### src/rtl/fetch_queue.sv
// fetch_queue: instruction-fetch front end with a small prefetch FIFO.
// Owns the fetch PC (driven out as imem_addr) and captures the returned word.
// Presents the head entry {instr, instr_pc} over a valid/ready handshake.
// A redirect flushes the queue and restarts fetch at the target.
// Ports:
//   clk, reset (sync, active-low)
//   imem_addr / imem_data     : instruction memory (combinational read)
//   redirect / redirect_pc    : flush-and-restart request and target
//   out_valid / out_ready     : consumer handshake; instr / instr_pc = head entry
//   count                     : number of occupied entries
module fetch_queue #(
  parameter logic [31:0] RESET_PC = 32'h0000_0000,
  parameter int unsigned DEPTH    = 2,
  parameter int unsigned CW       = 2
) (
  input  logic          clk,
  input  logic          reset,
  output logic [31:0]   imem_addr,
  input  logic [31:0]   imem_data,
  input  logic          redirect,
  input  logic [31:0]   redirect_pc,
  output logic          out_valid,
  input  logic          out_ready,
  output logic [31:0]   instr,
  output logic [31:0]   instr_pc,
  output logic [CW-1:0] count
);

  localparam int unsigned PW = (DEPTH > 1) ? $clog2(DEPTH) : 1;

  logic [31:0]   fetch_pc_q, fetch_pc_d;
  logic [PW-1:0] rd_ptr_q, rd_ptr_d;
  logic [PW-1:0] wr_ptr_q, wr_ptr_d;
  logic [CW-1:0] count_q, count_d;
  logic [31:0]   ins_q [DEPTH];
  logic [31:0]   ins_d [DEPTH];
  logic [31:0]   epc_q [DEPTH];
  logic [31:0]   epc_d [DEPTH];
  logic          push, pop;

  // Low address bits of the redirect target are ignored (word aligned).
  logic unused_rpc_lsbs;
  assign unused_rpc_lsbs = ^redirect_pc[1:0];

  // Head outputs are combinational from the queue; zero while empty.
  assign out_valid = (count_q != '0);
  assign instr     = out_valid ? ins_q[rd_ptr_q] : 32'h0;
  assign instr_pc  = out_valid ? epc_q[rd_ptr_q] : 32'h0;
  assign count     = count_q;
  assign imem_addr = fetch_pc_q;

  // Next-state: flush on redirect, otherwise push/pop with a full-with-pop bypass.
  always_comb begin
    fetch_pc_d = fetch_pc_q;
    rd_ptr_d   = rd_ptr_q;
    wr_ptr_d   = wr_ptr_q;
    count_d    = count_q;
    ins_d      = ins_q;
    epc_d      = epc_q;
    pop        = out_valid & out_ready;
    push       = ~redirect & ((count_q < CW'(DEPTH)) | pop);

    if (redirect) begin
      // Simultaneous pop is swallowed by the flush.
      count_d    = '0;
      rd_ptr_d   = '0;
      wr_ptr_d   = '0;
      fetch_pc_d = {redirect_pc[31:2], 2'b00};
    end else begin
      if (push) begin
        ins_d[wr_ptr_q] = imem_data;
        epc_d[wr_ptr_q] = fetch_pc_q;
        wr_ptr_d        = wr_ptr_q + 1'b1;
        fetch_pc_d      = fetch_pc_q + 32'd4;
      end
      if (pop) begin
        rd_ptr_d = rd_ptr_q + 1'b1;
      end
      case ({push, pop})
        2'b10:   count_d = count_q + 1'b1;
        2'b01:   count_d = count_q - 1'b1;
        default: count_d = count_q;
      endcase
    end
  end

  // State register; reset dominates redirect, push and pop.
  always_ff @(posedge clk) begin
    if (!reset) begin
      fetch_pc_q <= RESET_PC;
      rd_ptr_q   <= '0;
      wr_ptr_q   <= '0;
      count_q    <= '0;
      for (int i = 0; i < int'(DEPTH); i++) begin
        ins_q[i] <= 32'h0;
        epc_q[i] <= 32'h0;
      end
    end else begin
      fetch_pc_q <= fetch_pc_d;
      rd_ptr_q   <= rd_ptr_d;
      wr_ptr_q   <= wr_ptr_d;
      count_q    <= count_d;
      ins_q      <= ins_d;
      epc_q      <= epc_d;
    end
  end

endmodule

### config.mk
export PLATFORM = sky130hd
export DESIGN_NAME = fetch_queue
export DESIGN_NICKNAME = d
export VERILOG_FILES = /design/src/rtl/fetch_queue.sv
export SDC_FILE = /design/constraint.sdc
export NUM_CORES = 1
export LEC_CHECK = 0
export BUFFER_PORTS_ARGS = -buffer_cell sky130_fd_sc_hd__clkbuf_2
export CELL_PAD_IN_SITES_DETAIL_PLACEMENT = 1
export CELL_PAD_IN_SITES_GLOBAL_PLACEMENT = 2
export CORE_ASPECT_RATIO = 0.5
export CORE_UTILIZATION = 34
export CTS_BUF_LIST = sky130_fd_sc_hd__clkbuf_4 sky130_fd_sc_hd__clkbuf_8 sky130_fd_sc_hd__clkbuf_16
export CTS_CLUSTER_DIAMETER = 60
export CTS_CLUSTER_SIZE = 14
export DETAILED_ROUTE_END_ITERATION = 7
export PLACE_DENSITY_LB_ADDON = 0.1
export SLEW_MARGIN = 10
export SYNTH_ARGS = -nofsm -noshare
export SYNTH_HDL_FRONTEND = slang
export SYNTH_SLANG_ARGS = --single-unit
export TNS_END_PERCENT = 10
### constraint.sdc
create_clock -name clk -period 3.6 [get_ports clk]
set_clock_uncertainty 0.05 [all_clocks]
set_input_delay 0.18 -clock clk [delete_from_list [all_inputs] [get_ports clk]]
set_output_delay 0.18 -clock clk [all_outputs]
set_load 0.03 [all_outputs]
Word-level counts from Yosys, hierarchy flattened
Index checks and enable logic that the tools add are counted.

$add $sub $neg: 5. Order comparisons: 4. Equality and inequality tests: 2. Multiplexer cells: 15. Bitwise gates (word level): 7. Reduce and logical (&&, ||, !) cells: 6.

Operators with widths (count): 32-bit 2-to-1 mux (11); 64-bit bitwise mux (2); 32-bit by 3-bit adder with 32-bit output (second input constant) (1); 32-bit demux with 1-bit select (1); 2-bit nonzero test (3); 2-bit greater-or-equal comparator (second input constant) (2); 1-bit inverter with 2-bit output (2); 2-bit one-hot mux with 2 select lines (1); 1-bit adder (second input constant) (2); 2-bit by 1-bit adder with 2-bit output (second input constant) (1); 1-bit bitwise AND (2); 2-bit by 1-bit == test with 1-bit output (second input constant) (1); 2-bit == test (second input constant) (1); 2-bit by 1-bit < comparator with 1-bit output (second input constant) (1); 2-bit < comparator (second input constant) (1); 1-bit inverter (2); 2-bit AND reduction (1); 2-bit OR reduction (1); 2-bit by 1-bit subtractor with 2-bit output (second input constant) (1); 1-bit logical AND (1); 1-bit OR (1).

Flip-flop bits (word level): 164. Input bits: 68. Output and inout bits: 99. Logic and storage cells: 48.

Depth between registers and ports, before layout
Gate-level depths: netlist of the first run.

Word-level depth: 6. Depth in mapped cells: 9. Gate-level depth less buffers: 7.

Worst setup path before layout of the first run
OpenSTA, ideal clock, no wires.

Path type: register to register. Start point: reg fetch_pc_q[10], in the netlist imem_addr[10]. End point: reg fetch_pc_q[27], in the netlist imem_addr[27]. Setup time: 0.122 ns. Data arrival time: 2.147 ns. Required time: 3.428 ns. Slack: 1.281 ns. Cell stages (with the launch flop): 7. Buffers on the path: 2. Clock period less this slack: 2.319 ns. Cells stage by stage: dfxtp_1 > clkbuf_2 > nand3_2 > or4_4 > buf_6 > o41a_1 > o311a_1.

Word-level cells in the longest chain between the ends: 3.

RTL lines: start: declaration (line 31) `logic [31:0] fetch_pc_q, fetch_pc_d;`; start signal: assignment (line 99) `fetch_pc_q <= fetch_pc_d;`; 32-bit by 3-bit adder with 32-bit output (line 74) `fetch_pc_d = fetch_pc_q + 32'd4;`; 32-bit 2-to-1 mux (line 70) `if (push) begin`; 32-bit 2-to-1 mux (line 63) `if (redirect) begin`.

No other way between the ends. The select of a mux whose other input is x is not followed. A chain may end at the register's enable or synchronous reset.

Worst setup path in the final report of the first run
Start point: reg count_q[1], in the netlist count[1]. End point: reg ins_q[4] (netlist name).

Word-level cells in the longest chain between the ends: 5. Elaborated cells on any way between the ends: 6. Classes of those cells: order compare (1); bitwise (3); reduce/logical (2).

RTL lines: start: declaration (line 34) `logic [CW-1:0] count_q, count_d;`; start signal: assignment (line 102) `count_q <= count_d;`; 2-bit nonzero test (line 46) `assign out_valid = (count_q != '0);`; 1-bit bitwise AND (line 60) `pop = out_valid & out_ready;`; 1-bit OR (*) (line 61) `push = ~redirect & ((count_q < CW'(DEPTH)) | pop);`; 1-bit bitwise AND (*) (line 61); 2-bit AND reduction (no line) (*); end signal: assignment (line 103) `ins_q <= ins_d;`; end: declaration (line 35) `logic [31:0] ins_q [DEPTH];`.

Mark *: on every way between the ends. The rest lies on a longest branch, timed or not.

==> summary.md, run 1 <==
| Metric | Value |
|---|---|
| CTS H-tree depth | `4` |
| Clock latency on the worst-skew pair | `0.43 ns` |
| Drt wl/cell | `17.4 um` |
| Routed vias | `7095` |
| Cell count after synthesis | `933` |
| P_sw | `1.15 mW` |
| DR vias/cell | `5.08` |
| F_max | `395 MHz` |
| WL final | `24.3 mm` |
| Hold_ws | `0.0147 ns` |
| R2r setup slk | `1.07 ns` |
| Synth cell count leaders | `nand2_1, dfxtp_1, a21boi_0` |
| CP max-delay cell | `and3_2` |
| Longest Clk Path Bufs | `2` |
| Fin crit share | `70.3%` |
| First-pass GRT wire length | `38.8 mm` |
| Final hold violations | `0` |
| Crit path capture type | `flop` |
| Setup_tns | `0 ns` |
| Static leakage | `3.53 nW` |
| Largest fanout on the critical path | `36` |
| Crit path launch type | `flop` |
| Final setup viols | `0` |
| Final HPWL DP | `15.1 mm` |
| CTS Root Cell | `clkbuf_16` |
| Avg Inst Size Synth | `7.99 um2` |
| Min-delay src | `redirect_pc[25]` |
| Reg clk slew, reported paths | `0.06 ns` |
| # clock sinks | `158` |
| GRT Overall Usage | `22.4%` |
| Max-slew violation count | `0` |
| Reg2Reg Launch Point | `count[1]` |
| Layout area overhead | `27.9%` |
| DIE WIDTH | `211 um` |
| Reg power frac | `44.2%` |
| I/O pin count | `167` |
| Cell variety after synth | `44` |
| Core ar. | `21000 um2` |
| Number of synthesized flops with an enable pin | `0` |
| Final #Nets | `1164` |
| FF-to-FF End | `ins_q[4]` |
| Flops & latches, synth | `158` |
| Synth Cell Area | `7460 um2` |
| Synth top area cells | `dfxtp_1, nand2_1, a21boi_0` |
| Height of the chip | `107 um` |
| Rel. slew slack | `41.2%` |
| Largest stage delay, worst path | `0.87 ns` |
| Number of global-route vias before repair | `7303` |
| VDD IR max | `0.263 mV` |
| Cell accounting for the most synthesized area | `dfxtp_1` |
| Gpl congestion | `0.741` |
| Port bufs | `160` |
| Hold Path Cell Cnt | `3` |
| TritonCTS clock tree | `done` |
| RSZ-0062 raised after global routing | `false` |
| Synth top area share | `42.4%` |
| Filler instances | `2583` |
| Fraction of layout cells with a size suffix above 1 | `19.3%` |
| Post-synth ARST share | `0%` |
| Aggregate global routing overflow | `0` |
| Count leader, synth | `nand2_1` |
| Starting Density | `35.5%` |
| Post-CTS Setup Inserts | `0` |
| Initial antenna violation count | `0` |
| Rows | `37` |
| Outcome | `finished clean` |
| P_int | `3.20 mW` |
| Arrival time worst endpoint | `2.83 ns` |
| Worst EP required | `3.90 ns` |
| Critical setup path kind | `flop to flop` |
| Share of power burned in combinational logic | `12.4%` |
| Fin crit period | `2.53 ns` |
| Drc violations | `0` |
| TritonRoute pass-1 iters | `4` |
| Multi-input logic area | `3970 um2` |
| Antenna-violating nets left | `0` |
| Inserted Diodes | `0` |
| Worst Hold Endpoint | `imem_addr[25]` |
| Storage cell area | `3170 um2` |
| CP Cell Sequence | `nand2b_1, and3_2, buf_4, nand2_1, a21boi_0` |
| Post-synthesis sequential area ratio | `42.4%` |
| Die area | `22600 um2` |
| Post-synth top flop | `dfxtp_1` |
| CTS Buf Count | `17` |
| Worst r2r path cells | `5` |
| DR iter-0 viols | `331` |
| Sw Share | `26.4%` |
| PwrDens | `456 nW/um2` |
| Max cap viols | `0` |
| Clk network pwr share | `43.4%` |
| Largest net degree at the start of global routing | `76` |
| Hold crit path type | `primary input to flop` |
| Yosys warning count | `0` |
| Worst-margin pin slew | `0.883 ns` |
## sequential cells by signal, summed over array words and instances, names as in the netlist
name,flops
ins_q,64
epc_q,60
imem_addr,30
count,2
rd_ptr_q,1
wr_ptr_q,1
## layer usage
metal	up-vias	share of wire (%)	track usage, %
li1	3484	-	-
met1	3481	49	29.6
met2	107	46	37.1
met3	23	3.7	3.84
met4	0	1.3	7.04
met5	-	0	0
## power by group through the flow
stage	Combinational (mW)	Clock, mW	Sequential, mW
after floorplan	0.287	0	1.97
after global placement	0.493	0	1.96
after detailed placement	0.503	0	1.96
after CTS	0.547	1.94	1.92
after global routing	0.593	2.00	1.93
final	0.539	1.89	1.92
## worst max-delay path, delay by kind of cell (launching register included)
family / cells / cell delay, ns
AO/OA/AOI/OAI: 1 / 0.17
AND/OR/NAND/NOR: 3 / 1.38
flip-flops: 1 / 0.37
buffers and inverters: 1 / 0.46
## final cells by class
class,count,share of cell area (%)
inverters,3,0.118
repair buffers,221,14.9
clock inverters,7,1.15
clock buffers,24,5.21
flip-flops and latches,158,33.2
multi-input cells,693,41.6
well taps,292,3.83
## repair_timing
item                      in CTS  in global routing
hold endpoints to repair      80                  0
resized for setup              0                  0
hold buffers                  48                  0
## worst max-delay path by stage
stage | slack [ns] | endpoint | from
6_report | 1.07 | ins_q[4] | count[1]
5_1_grt | 0.83 | ins_q[7] | count[1]
4_1_cts | 1.00 | ins_q[4] | count[1]
3_5_place_dp | 1.02 | ins_q[4] | count[1]
3_3_place_gp | 1.12 | ins_q[15] | count[1]
2_1_floorplan | 1.28 | imem_addr[27] | imem_addr[10]
## kinds of logic (layout without fill, tap and decap cells)
family	Yosys count	count (layout)	synth area share (%)
DFF	158	158	42.4
other	1	4	0.0503
AOI/OAI and AO/OA	192	192	18.5
xor gates and xnor gates	13	13	1.53
buffers and inverters	85	255	4.75
adders and majority gates	2	2	0.335
and+or+nand+nor	420	420	24.1
muxes	62	62	8.32
## metrics by stage
step / utilization [%] / std cells / setup WS [ns] / area, um2 / power [mW]
6_report: 45.4 / 1398 / 1.07 / 9540 / 4.35
5_1_grt: 45.4 / 1398 / 0.827 / 9540 / 4.53
4_1_cts: 45.4 / 1398 / 1.00 / 9540 / 4.40
3_5_place_dp: 40.2 / 1319 / 1.02 / 8450 / 2.46
3_3_place_gp: 40.2 / 1319 / 1.12 / 8450 / 2.45
2_1_floorplan: - / 936 / 1.28 / 7470 / 2.26
## layout by cell type (no fill, tap or decap), drive strengths merged, types with 3 or more instances in the layout
cell type	synthesis	final
o211a	5	5
a21boi	124	124
and3	6	6
mux2i	62	62
clkbuf	71	183
o31ai	10	10
nor3	3	3
nand4	12	12
nand2b	7	7
nor4	6	6
nand3	17	17
nand2	265	265
bufinv	0	3
o21ai	25	25
buf	11	14
nor2	71	71
dlygate4sd3	0	48
o31a	3	3
a32oi	3	3
or3	8	8
conb	1	4
a21oi	5	5
xor2	3	3
dfxtp	158	158
a31oi	13	13
and2	4	4
or4	12	12
xnor2	10	10
clkinv	1	5
Note: power is estimated with default switching activity, not from simulation.
==> run 2: changes to the inputs <==
Settings changed: ABC_AREA from default to 1, CORE_UTILIZATION 34 to 29.
Clock period 3.6 ns to 2.5 ns, I/O delays scaled along.
==> summary.md, run 2 <==
| Metric | Value |
|---|---|
| Final setup viols | `0 (unchanged)` |
| Final Util | `38.3% (-7.1 points)` |
| CTS Buf Count | `17 (unchanged)` |
| Hold_ws | `0.00358 ns (-0.0112 ns)` |
| Post-Layout Cell Count | `1629 (+17%)` |
| Hold_buf cts | `55 (+15%)` |
| Failing checks | `DRC` |
| # clock sinks | `158 (unchanged)` |
| Cell accounting for the most synthesized area | `dfxtp_1` |
| Arrival time worst endpoint | `2.57 ns (-0.26 ns)` |
| Die area | `26400 um2 (+17%)` |
| PwrDens | `636 nW/um2 (+39%)` |
| Fraction of layout cells with a size suffix above 1 | `17.7% (-1.6 points)` |
| Cell count after synthesis | `1091 (+17%)` |
| Fin crit share | `90.1% (+20 points)` |
| Cell variety after synth | `30 (-32%)` |
| Hold crit path type | `primary input to flop` |
| Largest fanout on the critical path | `40 (+11%)` |
| F_max | `444 MHz (+12%)` |
| Filler instances | `3223 (+25%)` |
| FF-to-FF End | `ins_q[46]` |
| Synth Cell Area | `7450 um2 (-0.17%)` |
| Post-synth ARST share | `0% (unchanged)` |
| Final hold violations | `0 (unchanged)` |
| Starting Density | `29.6% (-5.9 points)` |
| Largest register FFs | `64 (unchanged)` |
| Max cap viols | `0 (unchanged)` |
| Clock latency on the worst-skew pair | `0.45 ns (+0.02 ns)` |
| DP Cell Count | `1542 (+17%)` |
| Static leakage | `3.85 nW (+9.1%)` |
| Height of the chip | `115 um (+8.0%)` |
| TritonRoute pass-1 iters | `6 (+2)` |
| R2r setup slk | `0.25 ns (-0.82 ns)` |
| DR vias/cell | `4.89 (-3.7%)` |
| Commonest non-fill, non-tap cell in the layout | `a21oi_1` |
| Largest net degree at the start of global routing | `75 (-1.3%)` |
| Antenna-violating nets left | `0 (unchanged)` |
| Synth top area cells | `dfxtp_1, a21oi_1, nand2_1` |
| Register bank with the most flops | `ins_q` |
| Initial antenna violation count | `0 (unchanged)` |
| Power, Total | `6.14 mW (+41%)` |
| Avg Inst Size Synth | `6.82 um2 (-15%)` |
| Min-delay src | `redirect_pc[25]` |
| Final #Nets | `1342 (+15%)` |
| Rel. slew slack | `58.0% (+17 points)` |
| Crit path launch type | `flop` |
| RSZ-0062 raised after global routing | `false` |
| Post-CTS Resized | `0 (unchanged)` |
| Aggregate global routing overflow | `0 (unchanged)` |
| Setup_tns | `0 ns (unchanged)` |
| CTS H-tree depth | `4 (unchanged)` |
| Flops & latches, synth | `158 (unchanged)` |
| Synth cell count leaders | `a21oi_1, nand2_1, dfxtp_1` |
| WL final | `27.2 mm (+12%)` |
| Longest Clk Path Bufs | `2 (unchanged)` |
| Crit path capture type | `flop` |
| Reg clk slew, reported paths | `0.07 ns (about the same)` |
| DR iter-0 viols | `357 (+7.9%)` |
| Layout area overhead | `29.7%` |
| TritonCTS clock tree | `done` |
| Hold Path Cell Cnt | `5 (+2)` |
| Worst EP required | `2.82 ns (-1.08 ns)` |
| Core ar. | `25200 um2 (+20%)` |
| Count leader, synth | `a21oi_1` |
| Port bufs | `160 (unchanged)` |
| Max-slew violation count | `0 (unchanged)` |
| VDD IR max | `0.459 mV (+74%)` |
| Yosys warning count | `0 (unchanged)` |
| GRT Overall Usage | `21.0% (-1.4 points)` |
| Gpl congestion | `0.788 (+6.3%)` |
| Most frequent cells in the layout | `a21oi_1, nand2_1, clkbuf_2` |
| Rows | `41 (+11%)` |
| Routed vias | `7964 (+12%)` |
| Number of synthesized flops with an enable pin | `0 (unchanged)` |
| Post-CTS Setup Inserts | `0 (unchanged)` |
| Post-synth top flop | `dfxtp_1` |
| Final HPWL DP | `17.5 mm (+16%)` |
| Worst Hold Endpoint | `imem_addr[25]` |
| Reg2Reg Launch Point | `count[0]` |
| CTS Root Cell | `clkbuf_16` |
| Worst r2r path cells | `7 (+2)` |
| I/O pin count | `167 (unchanged)` |
| First-pass GRT wire length | `43.2 mm (+11%)` |
| Synth top area share | `42.5% (+0.071 points)` |
| Drc violations | `2 (+2)` |
| Outcome | `finished with violations` |
| Post-synthesis sequential area ratio | `42.5% (+0.071 points)` |
| Worst-margin pin slew | `0.630 ns (-0.252 ns)` |
| Number of global-route vias before repair | `7952 (+8.9%)` |
| Drt wl/cell | `16.7 um (-4.1%)` |
| Inserted Diodes | `0 (unchanged)` |
| Fin crit period | `2.25 ns (-0.278 ns)` |
| DIE WIDTH | `229 um (+8.1%)` |
| Critical setup path kind | `flop to flop` |
## run 2: worst max path at each step
| stage | start | end | slack, ns | cells past startpoint |
|---|---|---|---|---|
| global route | count[0] | epc_q[37] | 0.05 | 7 |
| global placement | count[0] | ins_q[58] | 0.38 | 7 |
| CTS | count[0] | ins_q[46] | 0.27 | 7 |
| finish | count[0] | ins_q[46] | 0.25 | 7 |
| detailed placement | count[0] | ins_q[46] | 0.29 | 7 |
| floorplan | count[1] | instr_pc[22] | 0.37 | 5 |
## run 2: metrics by stage
step                area (um2)  setup WS (ns)
detailed placement        8530          0.288
global placement          8530          0.380
global route              9650         0.0545
CTS                       9650          0.266
floorplan                 7460          0.369
finish                    9650          0.248
## run 2: routing by layer
metal | routed length (um) | GRT usage (%) | up-vias
li1 | - | - | 3972
met1 | 13200 | 27.0 | 3868
met2 | 12800 | 35.8 | 97
met3 | 781 | 4.04 | 27
met4 | 384 | 6.44 | 0
met5 | 0 | 0 | -
## run 2: cells by family (layout without fill, tap and decap cells)
family,count (synthesis),in the layout,synth area share (%)
AND/OR/NAND/NOR,352,352,19.8
adder cells (fa/ha/maj),2,2,0.336
other,1,4,0.0504
buffers and inverters,201,392,11.4
flip-flops,158,158,42.5
XOR/XNOR,3,3,0.353
AO/OA/AOI/OAI,374,374,25.6
## run 2: area by class of cell
class	count	area, um2	share of cell area (%)
multi-input combinational	735	3460	35.8
sequential	158	3170	32.8
timing repair buffer	239	1570	16.3
clock buffer	20	460	4.77
inverter	121	457	4.73
tap	344	430	4.46
clock inverter	12	113	1.17
## run 2: where the power goes
part | internal (mW) | switching [mW]
sequential | 2.64 | 0.105
clock | 1.44 | 1.16
combinational | 0.277 | 0.515
## run 2: critical path: stages, from the launching register on
cell and delay, ns:
dfxtp_1 0.43, nor2_1 0.09, o21ai_2 0.30, nand2_4 0.20
inv_4 0.24, buf_4 0.48, nand3_1 0.15, a21oi_1 0.19
